## src/rtl/fetch_sched_pkg.sv

```systemverilog
// Shared geometry and types for the warp fetch scheduler.
// Warp count, thread count, PC and uuid widths are set here for the whole core.
package fetch_sched_pkg;

    localparam int NUM_WARPS   = 4;
    localparam int NUM_THREADS = 4;
    localparam int XLEN        = 32;
    localparam int UUID_W      = 20;
    localparam int NW_W        = (NUM_WARPS > 1) ? $clog2(NUM_WARPS) : 1;

    typedef logic [NW_W-1:0]        wid_t;
    typedef logic [NUM_THREADS-1:0] tmask_t;
    typedef logic [XLEN-1:0]        pc_t;
    typedef logic [UUID_W-1:0]      uuid_t;

    localparam pc_t PC_STEP = pc_t'(4);

    typedef struct packed {
        logic   active;
        logic   inflight;
        pc_t    PC;
        tmask_t tmask;
    } warp_state_t;

endpackage

```

## src/rtl/rr_warp_arbiter.sv

```systemverilog
// Round-robin warp picker: combinational grant, pointer holds the last accepted grant.
// Search starts one past the last grant, so a lone requester can win repeatedly.
module rr_warp_arbiter
    import fetch_sched_pkg::*;
(
    input  logic                 clk,
    input  logic                 reset,
    input  logic [NUM_WARPS-1:0] req,
    input  logic                 accept,
    output logic                 gnt_valid,
    output wid_t                 gnt_wid
);

    wid_t ptr_q;
    wid_t ptr_d;

    always_comb begin
        int idx;
        gnt_valid = 1'b0;
        gnt_wid   = '0;
        idx       = 0;
        for (int i = 1; i <= NUM_WARPS; i++) begin
            idx = int'(ptr_q) + i;
            if (idx >= NUM_WARPS) idx = idx - NUM_WARPS;
            if (!gnt_valid && req[idx]) begin
                gnt_valid = 1'b1;
                gnt_wid   = wid_t'(idx);
            end
        end
    end

    always_comb begin
        ptr_d = ptr_q;
        if (accept) ptr_d = gnt_wid;
    end

    always_ff @(posedge clk) begin
        if (reset) ptr_q <= '0;
        else       ptr_q <= ptr_d;
    end

endmodule

```

## src/rtl/fetch_warp_sched.sv

```systemverilog
// Per-core warp fetch scheduler: one registered icache fetch request per cycle, one outstanding per warp.
// Optional perf counters enabled by defining FETCH_SCHED_PERF_EN.
module fetch_warp_sched
    import fetch_sched_pkg::*;
#(
    parameter logic [XLEN-1:0] STARTUP_ADDR = 32'h8000_0000
) (
    input  logic                   clk,
    input  logic                   reset,
    input  logic                   spawn_valid,
    input  logic [NW_W-1:0]        spawn_wid,
    input  logic [XLEN-1:0]        spawn_pc,
    input  logic [NUM_THREADS-1:0] spawn_tmask,
    output logic                   ifetch_req_valid,
    input  logic                   ifetch_req_ready,
    output logic [NW_W-1:0]        ifetch_req_wid,
    output logic [XLEN-1:0]        ifetch_req_PC,
    output logic [NUM_THREADS-1:0] ifetch_req_tmask,
    output logic [UUID_W-1:0]      ifetch_req_uuid,
    input  logic                   unlock_valid,
    input  logic [NW_W-1:0]        unlock_wid,
    input  logic                   branch_valid,
    input  logic [NW_W-1:0]        branch_wid,
    input  logic                   branch_taken,
    input  logic [XLEN-1:0]        branch_dest,
    input  logic                   tmc_valid,
    input  logic [NW_W-1:0]        tmc_wid,
    input  logic [NUM_THREADS-1:0] tmc_tmask,
    output logic                   busy
`ifdef FETCH_SCHED_PERF_EN
   ,output logic [31:0]            perf_stall_cycles,
    output logic [31:0]            perf_idle_cycles
`endif
);

    warp_state_t ws_q [NUM_WARPS];
    warp_state_t ws_d [NUM_WARPS];

    logic   valid_q;
    wid_t   wid_q;
    pc_t    pc_q;
    tmask_t tmask_q;
    uuid_t  uuid_q;
    uuid_t  uuid_cnt_q;

    logic [NUM_WARPS-1:0] active_vec;
    logic [NUM_WARPS-1:0] elig_vec;
    logic                 gnt_valid;
    wid_t                 gnt_wid;
    logic                 fire;
    logic                 load;

    always_comb begin
        active_vec = '0;
        elig_vec   = '0;
        for (int w = 0; w < NUM_WARPS; w++) begin
            active_vec[w] = ws_q[w].active;
            elig_vec[w]   = ws_q[w].active & ~ws_q[w].inflight;
        end
    end

    assign fire = valid_q & ifetch_req_ready;
    // A stalled request blocks new picks so the output stays stable.
    assign load = (~valid_q | ifetch_req_ready) & gnt_valid;

    rr_warp_arbiter u_arb (
        .clk       (clk),
        .reset     (reset),
        .req       (elig_vec),
        .accept    (load),
        .gnt_valid (gnt_valid),
        .gnt_wid   (gnt_wid)
    );

    // Later assignments win: load < unlock < branch < tmc < spawn.
    always_comb begin
        for (int w = 0; w < NUM_WARPS; w++) ws_d[w] = ws_q[w];
        if (load) begin
            ws_d[gnt_wid].inflight = 1'b1;
            ws_d[gnt_wid].PC       = ws_q[gnt_wid].PC + PC_STEP;
        end
        if (unlock_valid && ws_q[unlock_wid].inflight)
            ws_d[unlock_wid].inflight = 1'b0;
        if (branch_valid && ws_q[branch_wid].inflight) begin
            ws_d[branch_wid].inflight = 1'b0;
            if (branch_taken) ws_d[branch_wid].PC = branch_dest;
        end
        if (tmc_valid) begin
            ws_d[tmc_wid].tmask = tmc_tmask;
            if (tmc_tmask == '0) ws_d[tmc_wid].active = 1'b0;
        end
        if (spawn_valid) begin
            ws_d[spawn_wid].active   = 1'b1;
            ws_d[spawn_wid].inflight = 1'b0;
            ws_d[spawn_wid].PC       = spawn_pc;
            ws_d[spawn_wid].tmask    = spawn_tmask;
        end
    end

    always_ff @(posedge clk) begin
        if (reset) begin
            for (int w = 0; w < NUM_WARPS; w++) ws_q[w] <= '0;
            ws_q[0]    <= '{active: 1'b1, inflight: 1'b0, PC: STARTUP_ADDR, tmask: tmask_t'(1)};
            valid_q    <= 1'b0;
            wid_q      <= '0;
            pc_q       <= '0;
            tmask_q    <= '0;
            uuid_q     <= '0;
            uuid_cnt_q <= '0;
        end else begin
            for (int w = 0; w < NUM_WARPS; w++) ws_q[w] <= ws_d[w];
            if (load) begin
                valid_q    <= 1'b1;
                wid_q      <= gnt_wid;
                pc_q       <= ws_q[gnt_wid].PC;
                tmask_q    <= ws_q[gnt_wid].tmask;
                uuid_q     <= uuid_cnt_q;
                uuid_cnt_q <= uuid_cnt_q + uuid_t'(1);
            end else if (fire) begin
                valid_q <= 1'b0;
            end
        end
    end

    // Releasing a warp with no outstanding fetch points at a decode/branch bookkeeping bug upstream.
    always @(posedge clk) begin
        if (!reset) begin
            assert (!unlock_valid || ws_q[unlock_wid].inflight);
            assert (!branch_valid || ws_q[branch_wid].inflight);
        end
    end

    assign ifetch_req_valid = valid_q;
    assign ifetch_req_wid   = wid_q;
    assign ifetch_req_PC    = pc_q;
    assign ifetch_req_tmask = tmask_q;
    assign ifetch_req_uuid  = uuid_q;
    assign busy             = |active_vec;

`ifdef FETCH_SCHED_PERF_EN
    logic [31:0] stall_q;
    logic [31:0] idle_q;

    always_ff @(posedge clk) begin
        if (reset) begin
            stall_q <= '0;
            idle_q  <= '0;
        end else begin
            if (valid_q && !ifetch_req_ready && stall_q != '1) stall_q <= stall_q + 32'd1;
            if (busy && !valid_q && !gnt_valid && idle_q != '1) idle_q <= idle_q + 32'd1;
        end
    end

    assign perf_stall_cycles = stall_q;
    assign perf_idle_cycles  = idle_q;
`endif

endmodule
```

## config.mk

```make
export PLATFORM = sky130hd
export DESIGN_NAME = fetch_warp_sched
export DESIGN_NICKNAME = d
export VERILOG_FILES = /design/src/rtl/fetch_sched_pkg.sv /design/src/rtl/rr_warp_arbiter.sv /design/src/rtl/fetch_warp_sched.sv
export SDC_FILE = /design/constraint.sdc
export NUM_CORES = 1
export LEC_CHECK = 0
export CAP_MARGIN = 20
export CORE_ASPECT_RATIO = 0.7
export CORE_UTILIZATION = 53
export CTS_BUF_LIST = sky130_fd_sc_hd__clkbuf_2 sky130_fd_sc_hd__clkbuf_4 sky130_fd_sc_hd__clkbuf_8
export CTS_CLUSTER_DIAMETER = 30
export DETAILED_ROUTE_END_ITERATION = 16
export PLACE_DENSITY = 0.79
export SYNTH_ARGS = -nofsm -noshare
export SYNTH_HDL_FRONTEND = slang
export SYNTH_HIERARCHICAL = 1
export SYNTH_SLANG_ARGS = --single-unit
```

## constraint.sdc

```tcl
create_clock -name clk -period 3.3 [get_ports clk]
set_input_delay 0.33 -clock clk [delete_from_list [all_inputs] [get_ports clk]]
set_output_delay 0.33 -clock clk [all_outputs]
set_load 0.05 [all_outputs]
```

==> flow_metrics.tcl <==
set metrics [dict create \
    run_status "finished clean" \
    synth_fp_nets 1615 \
    ios 148 \
    avgSynthCellArea_sq_um 8.089 \
    powerDensity_mw_per_mm2 553.7 \
    cts-htree-levels 2 \
    synth_top_area_share 0.3781 \
    report.final.setup_viol 0 \
    period_minus_slack_ns 3.287 \
    avgViaCountPerCell 6.738 \
    routed_wirelength_um 46510 \
    tritoncts_clock_tree "yes" \
    die_area_sq_mm 0.02390 \
    synthesis.instances 1525 \
    route.layer.met1.wl_um 18140 \
    path_cells "nor2b_1 -> buf_4 -> inv_1 -> o22ai_1 -> o21ai_1 -> nand2_2 -> buf_12 -> mux4_1 -> and4_4 -> buf_12 -> nand4b_2 -> or4_4 -> and3_1 -> o22ai_1" \
    required_ns 3.79 \
    vdd_drop_max_mv 0.2833 \
    antenna_violating_nets_post_route 0 \
    route.met2.wl_um 18880 \
    areaGrowthSynthToFinish_pct 28.16 \
    synth_edf_count 0 \
    register_area_share_after_synthesis 0.3781 \
    timing.critical_path.slowest_stage_cell "or4_4" \
    synth_seq_cells 233 \
    worst_min_delay_path_class "primary input to register" \
    cts-root-to-sink-buffers 3 \
    placement.io_buffers 147 \
    drt-pass1-iter-count 7 \
    die_height_um 129.6 \
    grt_remaining_overflow 0 \
    worstPathArrival_ns 3.78 \
    synth_top_flop_cell "dfxtp_1" \
    grt_start_max_net_pins 90 \
    initial_utilization 0.5426 \
    leakage_nw 5.897 \
    startpoint_type "register" \
    wire_length_of_the_first_global_routing_pass_um 69780 \
    post_dp_cell_area_sq_mm 0.01469 \
    finalHoldViolations 0 \
    post_route_cells_drive_above_1_share 0.1559 \
    detailroute.via_count 13900 \
    ys_async_sr_fraction 0 \
    dr_wl_met3_um 7755 \
    critical_path.max_fanout 11 \
    worst_skew_pair.late_latency_ns 0.57 \
    detailed_place_hpwl_um 31110 \
    cp_num_buf_inv 4 \
    netlist_area_sq_mm 0.01234 \
    report.power.total_mw 8.753 \
    synth_area_leader_cell "dfxtp_1" \
    grt_antenna_before_repair 0 \
    wl_per_cell_um 22.55 \
    dieWidth_um 184.3 \
    drt-initial-drc-count 2061 \
    track_usage 0.3767 \
    final_nets 1812 \
    max_slew_violation_count 0 \
    antenna_cells 0 \
    place.gp.congestion 1.035 \
    relSlewSlack 0.4610 \
    tritoncts.num_buffers 43 \
    final_design_area_no_fill_sq_mm 0.01581 \
    rsz0062_at_grt "true" \
    remaining_drc_errors 0 \
    ys_top_cells_by_area "dfxtp_1 (38%), nand2_1 (7.3%), a21oi_1 (7.1%)" \
    final.period_utilization 0.9960 \
    slowest_delay_ns 0.57 \
    vias_in_the_first_global_route 12590 \
    cts.sinks 233 \
    timing.clock.skew_ns 0.03720 \
    cp-end-kind "register" \
    clock-root-buffer "clkbuf_8" \
    route.top_layer_used "met4" \
    kind_of_cell_adding_the_most_delay_to_the_critical_path "simple AND/OR/NAND/NOR gates" \
    ys_warn_count 6 \
    maxCapViolations 0 \
    rows 46 \
    floorplan.core_area_sq_mm 0.02273 \
    yosys.cell_types.count 70 \
    cts.hold.buffers_added 0 \
    cts_clk_pin_slew_worst_paths_ns 0.07 \
    max_freq_mhz 304.2 \
    worst_pin_slew_ns 0.8056 \
    criticalPathCategory "register to register" \
]
## cell type report
cell class | count | area [sq um]
flip-flops and latches | 233 | 4666
clock inverters | 17 | 236.5
fillers | 1783 | 6925
inverters | 13 | 48.80
clock buffers | 57 | 765.7
repair buffers | 272 | 2507
multi-input cells | 1159 | 7194
well taps | 312 | 390.4
## Yosys cell counts (17+ instances only)
| master | n |
|---|---|
| nor3_1 | 47 |
| mux4_2 | 29 |
| a21oi_1 | 176 |
| xnor2_1 | 17 |
| nand4_1 | 18 |
| a221o_1 | 19 |
| a31oi_1 | 20 |
| nor2_1 | 138 |
| dfxtp_1 | 233 |
| and3_1 | 46 |
| o21ai_0 | 42 |
| nand2_1 | 241 |
| a211oi_1 | 23 |
| clkbuf_1 | 94 |
| nand3_1 | 107 |
| o22ai_1 | 19 |
| mux2i_1 | 20 |
## cell usage in the layout, fill, tap and decap left out, types with 5 or more instances in the layout
cell type / netlist / final
a21o_1: 7 / 7
nor2_1: 138 / 137
nand2_1: 241 / 239
mux2i_1: 20 / 20
nor3_1: 47 / 46
buf_4: 1 / 115
a222oi_1: 11 / 11
bufinv_16: 0 / 5
nor4_1: 8 / 5
nand4_1: 18 / 18
o22ai_1: 19 / 19
buf_12: 2 / 7
o22a_1: 6 / 6
mux4_1: 7 / 6
a311oi_1: 11 / 11
o21bai_1: 9 / 9
or3_1: 6 / 6
nand3_1: 107 / 105
a221o_1: 19 / 19
dfxtp_1: 233 / 232
and4_1: 10 / 7
o221ai_1: 16 / 16
nor4_2: 4 / 6
clkdlybuf4s50_1: 0 / 146
o21ai_0: 42 / 41
a211oi_1: 23 / 23
xnor2_1: 17 / 17
inv_1: 12 / 12
a31oi_1: 20 / 19
o2111ai_1: 6 / 6
mux4_2: 29 / 30
nor2b_1: 6 / 5
xor2_1: 16 / 16
o32ai_1: 6 / 6
clkbuf_8: 0 / 54
a21oi_1: 176 / 176
and3_1: 46 / 44
## per-layer routing
layer  track usage  vias to the layer above
met5             0                        -
met4        0.1505                        0
met3        0.1372                      223
met2        0.5274                     1181
met1        0.5222                     6483
li1              -                     6013
## cells by family after synthesis
group           share of synthesized area
simple gates                       0.2578
compound gates                     0.2067
flops                              0.3781
buf+inv                           0.04777
mux                               0.08409
xor+xnor                          0.02343
fa+ha+maj                        0.002028
## sequential cells by signal, indices dropped and copies added (netlist names)
signal / cells
ifetch_req_valid: 1
ifetch_req_PC: 32
ifetch_req_tmask: 4
ifetch_req_wid: 2
ifetch_req_uuid: 20
uuid_cnt_q: 20
u_arb/ptr_q: 2
ws_q: 152
## path summary, 6_finish.rpt
check	slack (ns)	depth (start not counted)	end	from
min reg2reg	0.45	2	ifetch_req_PC[15]	ifetch_req_PC[15]
min	0.24	2	ws_q[1][7]	reset
max reg2reg	0.01	14	ws_q[3][33]	ws_q[3][37]
max	0.01	14	ws_q[3][33]	ws_q[3][37]
## metrics by stage
stage                     instances  setup slack (ns)  hold WS, ns  setup TNS, ns    util
final                          2063           0.01312       0.2449              0  0.6954
after global placement         1982            0.1240       0.4421              0  0.6463
after global routing           2063          -0.07052       0.2539        -0.8896  0.6954
after floorplan                1525            0.2655       0.4021              0       -
after CTS                      2056           0.01927       0.2299              0  0.6904
after detailed placement       1982           0.03249       0.4463              0  0.6463
## timing repair
| action | in CTS | in global routing |
|---|---|---|
| setup buffers | 0 | 5 |
| gates resized for setup | 0 | 22 |
| setup endpoints to repair | 0 | 102 |
## power breakdown
group / total [mW] / internal, mW / switching, mW
combinational: 2.30 / 0.908 / 1.39
sequential: 3.20 / 3.05 / 0.145
clock: 3.25 / 1.92 / 1.34
No activity file was read; power rests on OpenSTA's default activity.
